## config.mk

```make
export PLATFORM = sky130hd
export DESIGN_NAME = rf_wb_sched
export DESIGN_NICKNAME = d
export VERILOG_FILES = /design/src/rtl/rf_wb_sched_pkg.sv /design/src/rtl/rf_wb_sched_pend_board.sv /design/src/rtl/rf_wb_sched.sv
export SDC_FILE = /design/constraint.sdc
export NUM_CORES = 1
export LEC_CHECK = 0
export BUFFER_PORTS_ARGS = -buffer_cell sky130_fd_sc_hd__buf_2
export CAP_MARGIN = 20
export CORE_MARGIN = 2
export CORE_UTILIZATION = 49
export CTS_BUF_LIST = sky130_fd_sc_hd__clkbuf_4 sky130_fd_sc_hd__clkbuf_8
export DETAILED_ROUTE_END_ITERATION = 7
export PLACE_DENSITY = 0.82
export SLEW_MARGIN = 20
export SYNTH_ARGS = -nofsm -noshare
export SYNTH_HDL_FRONTEND = slang
export SYNTH_SLANG_ARGS = --single-unit
```

## constraint.sdc

```tcl
create_clock -name clk -period 1.99 [get_ports clk]
set_input_delay 0.199 -clock clk [delete_from_list [all_inputs] [get_ports clk]]
set_output_delay 0.199 -clock clk [all_outputs]
set_load 0.03 [all_outputs]
```

## src/rtl/rf_wb_sched_pkg.sv

```systemverilog
// rf_wb_sched_pkg
//   Constants and types shared by the register-file write-back scheduler:
//   bus widths, register count, enable/zero constants, the starvation limit
//   and the grant-source encoding used by the arbiter.
package rf_wb_sched_pkg;

  localparam int RegAddrBus  = 5;   // register address width
  localparam int RegDataBus  = 32;  // register data width
  localparam int RegFilesNum = 32;  // number of architectural registers
  localparam int StarveMax   = 4;   // B waiting cycles before forced priority
  localparam int ScW         = 4;   // starvation counter width (limit 1..15)

  localparam logic WriteEnable  = 1'b1;
  localparam logic WriteDisable = 1'b0;
  localparam logic [RegDataBus-1:0] ZeroWord = '0;
  localparam logic [RegAddrBus-1:0] ZeroAddr = '0;

  // Which requester owns the write port this cycle.
  typedef enum logic [1:0] {
    GNT_NONE = 2'd0,
    GNT_A    = 2'd1,
    GNT_B    = 2'd2
  } gnt_e;

endpackage

```

## src/rtl/rf_wb_sched_pend_board.sv

```systemverilog
// rf_wb_sched_pend_board (rf_pend_board)
//   Per-register pending scoreboard for outstanding long-latency results.
//   A reservation sets the bit of its destination, a B write-back grant
//   clears it; when both hit the same register on one edge the set wins.
//   Register 0 never becomes pending.
// Ports:
//   clk, rst_n            clock, asynchronous active-low reset
//   set_valid, set_addr   reserve a destination register
//   clr_valid, clr_addr   release a destination on its B grant
//   chk1_addr, chk2_addr  lookup addresses
//   hazard1, hazard2      pending bit of each lookup address (combinational)
//   pend                  full scoreboard vector
module rf_wb_sched_pend_board
  import rf_wb_sched_pkg::*;
#(
  parameter int ADDR_W = RegAddrBus,
  parameter int NREG   = RegFilesNum
) (
  input  logic              clk,
  input  logic              rst_n,
  input  logic              set_valid,
  input  logic [ADDR_W-1:0] set_addr,
  input  logic              clr_valid,
  input  logic [ADDR_W-1:0] clr_addr,
  input  logic [ADDR_W-1:0] chk1_addr,
  input  logic [ADDR_W-1:0] chk2_addr,
  output logic              hazard1,
  output logic              hazard2,
  output logic [NREG-1:0]   pend
);

  logic [NREG-1:0] pend_q;
  logic [NREG-1:0] set_mask;
  logic [NREG-1:0] clr_mask;
  logic [NREG-1:0] pend_next;

  // Decode both requests into one-hot masks. Bit 0 is never decoded, which
  // keeps r0 permanently clear without a special case in the register.
  // NOTE: every signal written here gets a default first, so no path leaves
  // it unassigned and no latch is inferred.
  always_comb begin
    set_mask = '0;
    clr_mask = '0;
    for (int i = 1; i < NREG; i++) begin
      set_mask[i] = set_valid && (set_addr == ADDR_W'(i));
      clr_mask[i] = clr_valid && (clr_addr == ADDR_W'(i));
    end
  end

  // Clear first, then set: a same-edge reserve of the returning register
  // keeps it pending for the new producer.
  assign pend_next = (pend_q & ~clr_mask) | set_mask;

  // NOTE: the scoreboard is a plain flop vector, not a RAM, so it can and
  // must be reset; a stale pending bit after reset would stall ID forever.
  always_ff @(posedge clk or negedge rst_n) begin
    if (!rst_n) begin
      pend_q <= '0;
    end else begin
      pend_q <= pend_next;
    end
  end

  assign pend    = pend_q;
  assign hazard1 = pend_q[chk1_addr];
  assign hazard2 = pend_q[chk2_addr];

endmodule

```

## src/rtl/rf_wb_sched.sv

```systemverilog
// rf_wb_sched
//   Write-back scheduler for the register file's single write port.
//   Arbitrates between the in-order WB stage (port A) and long-latency
//   returns (port B). A wins by default; B gets forced priority once it has
//   waited STARVE_MAX consecutive cycles. The winner is registered onto the
//   write port one cycle later. A pending scoreboard tracks reserved
//   long-latency destinations for the ID stall logic.
// Ports:
//   clk, rst                      clock, asynchronous active-low reset
//   a_valid/a_addr/a_data/a_ready pipeline WB request handshake
//   b_valid/b_addr/b_data/b_ready long-latency return handshake
//   rsv_valid, rsv_addr           reserve a long-latency destination
//   chk1_addr, chk2_addr          ID source operand addresses
//   hazard1, hazard2              source register is still pending
//   wrn, wrDataAddr, wrData       registered register-file write port
//   pend                          scoreboard vector
module rf_wb_sched
  import rf_wb_sched_pkg::*;
#(
  parameter int ADDR_W     = RegAddrBus,
  parameter int DATA_W     = RegDataBus,
  parameter int NREG       = RegFilesNum,
  parameter int STARVE_MAX = StarveMax
) (
  input  logic              clk,
  input  logic              rst,
  input  logic              a_valid,
  input  logic [ADDR_W-1:0] a_addr,
  input  logic [DATA_W-1:0] a_data,
  output logic              a_ready,
  input  logic              b_valid,
  input  logic [ADDR_W-1:0] b_addr,
  input  logic [DATA_W-1:0] b_data,
  output logic              b_ready,
  input  logic              rsv_valid,
  input  logic [ADDR_W-1:0] rsv_addr,
  input  logic [ADDR_W-1:0] chk1_addr,
  input  logic [ADDR_W-1:0] chk2_addr,
  output logic              hazard1,
  output logic              hazard2,
  output logic              wrn,
  output logic [ADDR_W-1:0] wrDataAddr,
  output logic [DATA_W-1:0] wrData,
  output logic [NREG-1:0]   pend
);

  logic [ScW-1:0]    sc;
  logic              starve;
  gnt_e              gnt;
  logic [ADDR_W-1:0] g_addr;
  logic [DATA_W-1:0] g_data;
  logic              b_grant;
  logic              err_waw;

  // ---------------------------------------------------------------- arbiter
  assign starve  = (sc == ScW'(STARVE_MAX));
  assign a_ready = !starve;
  assign b_ready = starve || !a_valid;

  // The ready rules already make the two grants mutually exclusive; the
  // priority order here only selects which payload drives the port.
  always_comb begin
    gnt    = GNT_NONE;
    g_addr = '0;
    g_data = '0;
    if (a_valid && a_ready) begin
      gnt    = GNT_A;
      g_addr = a_addr;
      g_data = a_data;
    end else if (b_valid && b_ready) begin
      gnt    = GNT_B;
      g_addr = b_addr;
      g_data = b_data;
    end
  end

  assign b_grant = (gnt == GNT_B);

  // Starvation counter: counts consecutive cycles B is presented but held
  // off, saturating at the limit that forces its grant.
  // NOTE: sequential state uses non-blocking assignments so every flop
  // samples the pre-edge values regardless of statement order.
  always_ff @(posedge clk or negedge rst) begin
    if (!rst) begin
      sc <= '0;
    end else if (b_grant || !b_valid) begin
      sc <= '0;
    end else if (!starve) begin
      sc <= sc + ScW'(1);
    end
  end

  // ---------------------------------------------------------- write port
  // A grant to r0 completes its handshake but never raises the enable.
  // Address/data only load on a grant; they are don't-care while wrn is low.
  always_ff @(posedge clk or negedge rst) begin
    if (!rst) begin
      wrn        <= WriteDisable;
      wrDataAddr <= '0;
      wrData     <= '0;
    end else begin
      wrn <= (gnt != GNT_NONE) && (g_addr != '0) ? WriteEnable : WriteDisable;
      if (gnt != GNT_NONE) begin
        wrDataAddr <= g_addr;
        wrData     <= g_data;
      end
    end
  end

  // ----------------------------------------------------------- scoreboard
  rf_wb_sched_pend_board #(
    .ADDR_W (ADDR_W),
    .NREG   (NREG)
  ) u_pend_board (
    .clk       (clk),
    .rst_n     (rst),
    .set_valid (rsv_valid),
    .set_addr  (rsv_addr),
    .clr_valid (b_grant),
    .clr_addr  (b_addr),
    .chk1_addr (chk1_addr),
    .chk2_addr (chk2_addr),
    .hazard1   (hazard1),
    .hazard2   (hazard2),
    .pend      (pend)
  );

  // ------------------------------------------------------ WAW detection
  // An in-order write landing on a register that still awaits a long-latency
  // result means ID failed to stall. The write still commits; this sticky
  // flag only exists to be caught by the assertion below.
  always_ff @(posedge clk or negedge rst) begin
    if (!rst) begin
      err_waw <= 1'b0;
    end else if ((gnt == GNT_A) && pend[a_addr]) begin
      err_waw <= 1'b1;
    end
  end

  a_no_waw : assert property (@(posedge clk) disable iff (!rst) !err_waw)
    else $error("rf_wb_sched: write-after-write to a pending register");

endmodule

```

# Word level (Yosys, flattened, before mapping)
# Cells that the tools add are included.
[word_totals]
reg_bits = 74
elab_cells = 161
[op_classes]
add_sub_neg = 1
magnitude_cmp = 2
eq_ne = 65
n_mux = 13
bitwise_logic = 3
reduce_logical = 72
[op_table]
columns = ["operator", "n"]
rows = [
  ["equality test 5 bit (second input constant)", 32],
  ["equality test 5 x 4 -> 1 bit (second input constant)", 16],
  ["logical AND 1 bit", 65],
  ["2-to-1 mux 32 bit", 2],
  ["equality test 5 x 3 -> 1 bit (second input constant)", 8],
  ["bitwise AND 32 bit", 1],
  ["inverter 32 bit", 1],
  ["OR 32 bit", 1],
  ["equality test 5 x 2 -> 1 bit (second input constant)", 4],
  ["< comparator 5 x 6 -> 1 bit (second input constant)", 2],
  ["binary-select mux 1 bit (select 5 bit)", 2],
  ["equality test 5 x 1 -> 1 bit (second input constant)", 2],
  ["2-to-1 mux 5 bit", 2],
  ["2-to-1 mux 4 bit", 2],
  ["nonzero test 5 bit", 1],
  ["adder 4 x 1 -> 4 bit (second input constant)", 1],
  ["equality test 4 x 3 -> 1 bit (second input constant)", 1],
  ["2-to-1 mux 2 bit", 2],
  ["logical NOT 1 bit", 3],
  ["2-to-1 mux 1 bit", 3],
  ["equality test 2 bit (second input constant)", 1],
  ["logical OR 1 bit", 2],
  ["inequality test 2 x 1 -> 1 bit (second input constant)", 1],
  ["nonzero test 2 bit", 1],
]

# Depth between registers and ports, before layout
[logic_depth]
word_depth = 10
mapped_depth = 9
mapped_depth_nobuf = 7

# Hierarchy
# From an unflattened synthesis, not the netlist that was laid out.
[hier_totals]
hier_cells = 344
area_unflattened_um2 = 4242.8
[by_module_without_submodules]
columns = ["module", "instances", "cells_per_inst", "area_each_um2"]
rows = [
  ["rf_wb_sched", 1, 145, 2397.3],
  ["rf_wb_sched_pend_board", 1, 199, 1845.5],
]

# Least setup slack after synthesis
# OpenSTA, ideal clock, no wires.
[synth_timing]
path_type = "register to output"
startpoint = "register u_pend_board.pend_q[7] (netlist: u_pend_board.pend[7])"
endpoint = "output port hazard1"
arrival_ps = 1531
path_slack_ps = 260
path_stages_with_launch = 5
path_buffers = 0
path_cell_list = "dfrtp_1 > mux4_2 > nand2b_1 > o211ai_1 > nand4_1"
[synth_via]
elab_chain_cells = 2
[synth_rtl]
columns = ["item", "line", "rtl"]
rows = [
  ["from (decl)", "rf_wb_sched_pend_board.sv:32", "logic [NREG-1:0] pend_q;"],
  ["from (signal assigned)", "rf_wb_sched_pend_board.sv:60", "pend_q <= pend_next;"],
  ["binary-select mux 1 bit (select 5 bit)", "rf_wb_sched_pend_board.sv:65", "assign hazard1 = pend_q[chk1_addr];"],
  ["2-to-1 mux 1 bit (implied by the code)", "rf_wb_sched_pend_board.sv:65", ""],
  ["to (decl)", "rf_wb_sched.sv:39", "output logic hazard1,"],
]
# No other way between the ends. The select of a mux whose other input is x is not followed.

# Worst setup path in the final report
[layout_timing]
startpoint = "register u_pend_board.pend_q[20] (netlist: u_pend_board.pend[20])"
endpoint = "output port hazard1"
# The elaborated chain is that of the path after synthesis.

==> impl_metrics.json <==
{
  "run_status": "complete, but fails checks",
  "violations": "negative setup slack",
  "worst_setup_hold_path_clk_slew_ns": 0.07,
  "synth.cell_area_um2": 3840,
  "route.vias.total": 3740,
  "fin_skew_ns": 0.00720,
  "fp.dieW_um": 92.6,
  "fin_ws_ns": -0.0192,
  "required_ns": 1.79,
  "synthesized_netlist_net_count": 486,
  "grt_start_max_net_pins": 74,
  "cts_max_path_buffers": 2,
  "most_common_cell_after_layout_fill_and_taps_aside": "buf_2",
  "finalMaxSlewViolations": 0,
  "drt-pass1-iter-count": 4,
  "critPathArrivalTime_ns": 1.81,
  "initialDrtViolationCount": 256,
  "timing.setup.critical_path_class": "register to output pin",
  "std_cell_rows": 32,
  "worstHoldPathType": "primary input to register",
  "clock-sinks": 73,
  "synth-seq-area-share_pct": 47.5,
  "syn_warnings": 0,
  "grt_use_total_pct": 26.2,
  "flow.area_growth_from_synthesis_pct": 31.0,
  "dpl_cell_area_um2": 4750,
  "cts_root_buf": "clkbuf_8",
  "num-nets-final": 653,
  "maxCapViolCount": 0,
  "detail_route.wl_per_cell_um": 16.6,
  "gp_routability_congestion": 0.846,
  "dp_hpwl_mm": 8.36,
  "ctsHtreeMaxLevel": 3,
  "p_leak_nw": 2.47,
  "drt_wl_total_mm": 11.0,
  "io_buffers": 166,
  "power.ir.vdd_worst_uv": 492,
  "power.density_cell_area_nw_per_um2": 909,
  "totalNegativeSetupSlack_ns": -0.0213,
  "worstSetupStartpointType": "register",
  "tritoncts.num_buffers": 9,
  "rsz0062_at_grt": "yes",
  "vias_in_the_first_global_route": 3541,
  "layout.cell_area.non_filler_um2": 5040,
  "synthesis.area_per_instance_um2": 9.86,
  "drc": 0,
  "dieArea_um2": 8570,
  "route.detailed.vias_per_inst": 5.64,
  "fmax_mhz": 498,
  "placeableCoreArea_um2": 7650,
  "layout.cells.most_common_list": "164 x buf_2, 96 x o21ai_0, 73 x dfrtp_1, 54 x mux2i_1, 46 x nand2_1",
  "synthCells": 390,
  "clock_latency_ns": 0.35,
  "worstPathMaxFanout": 4,
  "crit_path_end_kind": "output pin",
  "io_pins": 168,
  "wire_length_of_the_first_global_routing_pass_mm": 17.6,
  "route.antenna.remaining_nets": 0,
  "period_needed_ns": 2.01,
  "post_route_cells_drive_above_1_share_pct": 36.4,
  "cts_tree": "done",
  "setup_viol": 2,
  "ys_ff_latch": 73,
  "initial_antenna_violation_count": 0,
  "dieHeight_um": 92.6,
  "antennaDiodeCount": 0,
  "globalRouteOverflowTotal": 0,
  "final-hold-violation-count": 0,
  "floorplan.initialDensity_pct": 50.3,
  "post_synth_num_cell_types": 34,
  "timing.final.crit_share_pct": 101
}
==> Yosys cell counts, drive strengths merged <==
master   instances  share of area (%)
and3b            1               0.23
or4              1               0.20
nor2b           10                1.6
o21ai           96                 12
nand2           46                4.5
or2              2               0.33
mux2i           54                 14
and2             1               0.16
a211oi           2               0.39
and3             1               0.16
nand3           13                1.7
ha               2               0.65
mux4             6                3.5
clkinv           1              0.098
dfrtp           73                 48
o2111ai          3               0.68
o211ai           8                1.6
a31oi            1               0.16
xnor2            1               0.23
nor2            11                1.3
buf             15                2.2
o41ai            5                1.1
a22oi            4               0.78
a21oi            6               0.78
inv              6               0.59
nand2b           9                1.5
conb             1              0.098
nand4            3               0.49
xor2             1               0.23
clkbuf           7               0.68
==> power by group <==
part,leakage [nW],internal [W],switching [W]
registers,0.881,0.00171,0.000230
clock network,0.0981,0.000603,0.000541
logic,1.49,0.000545,0.000951
==> cell type report <==
class | count | area (um^2)
clock buffers | 10 | 138
well taps | 102 | 128
flip-flops and latches | 73 | 1830
multi-input cells | 288 | 1900
repair buffers | 178 | 961
inverters | 7 | 26.3
fillers | 625 | 2610
clock inverters | 5 | 56.3
==> final timing paths <==
check	startpoint	slack, ns	to	cells past startpoint
worst max register to register	sc[0]	0.20	u_pend_board.pend[31]	7
worst max-delay path	u_pend_board.pend[20]	-0.02	hazard1	5
max in group asynchronous	rst	1.26	u_pend_board.pend[11]	3
worst min-delay path	a_data[22]	0.05	wrData[22]	3
min in group asynchronous	rst	0.38	wrData[8]	3
worst min register to register	sc[0]	0.49	sc[0]	1
==> registers in the layout, indices dropped and copies added (netlist names) <==
signal / count
wrDataAddr: 5
u_pend_board.pend: 31
wrn: 1
wrData: 32
sc: 4
==> layer usage <==
layer	GRT usage, %	vias to the layer above	share of wire, %
met2	44.0	195	49
met4	9.58	0	1.6
met3	6.59	14	9.5
met5	0	-	0
li1	-	1748	-
met1	32.9	1783	39
==> metrics by stage <==
step                      total power [W]  util (%)  setup WS (ns)  hold slack [ns]  std cells
after floorplan                   0.00283         -          0.260          -0.0966        390
after global placement            0.00333      62.2          0.359            0.245        641
after detailed placement          0.00339      62.2          0.240            0.255        641
after CTS                         0.00457      65.5       0.000319           0.0362        662
after global routing              0.00481      65.9        -0.0840           0.0474        663
final                             0.00458      65.9        -0.0192           0.0461        663
==> worst max-delay path, cell delays in order (launching register included) <==
cell and delay (ns):
dfrtp_1 0.43, mux4_2 0.45, nand2b_1 0.17, o2111ai_2 0.10, nand4_1 0.14, buf_6 0.17
==> timing repair <==
| item | in CTS | in global routing |
|---|---|---|
| pin swaps | 3 | 3 |
| setup endpoints to repair | 3 | 4 |
| hold endpoints to repair | 73 | 0 |
| setup buffers | 5 | 1 |
| hold buffers | 1 | 0 |
| gates resized for setup | 4 | 4 |
==> cells by family (layout without fill, tap and decap cells) <==
group	after synthesis	count (layout)	synth area share [%]
other cells	1	1	0.0975
compound gates	125	125	18.0
mux	60	60	17.6
simple gates	98	98	12.1
flops	73	73	47.5
xor+xnor	2	2	0.456
fa+ha+maj	2	2	0.651
buf+inv	29	200	3.61
Power figures use the tool's default switching activity.
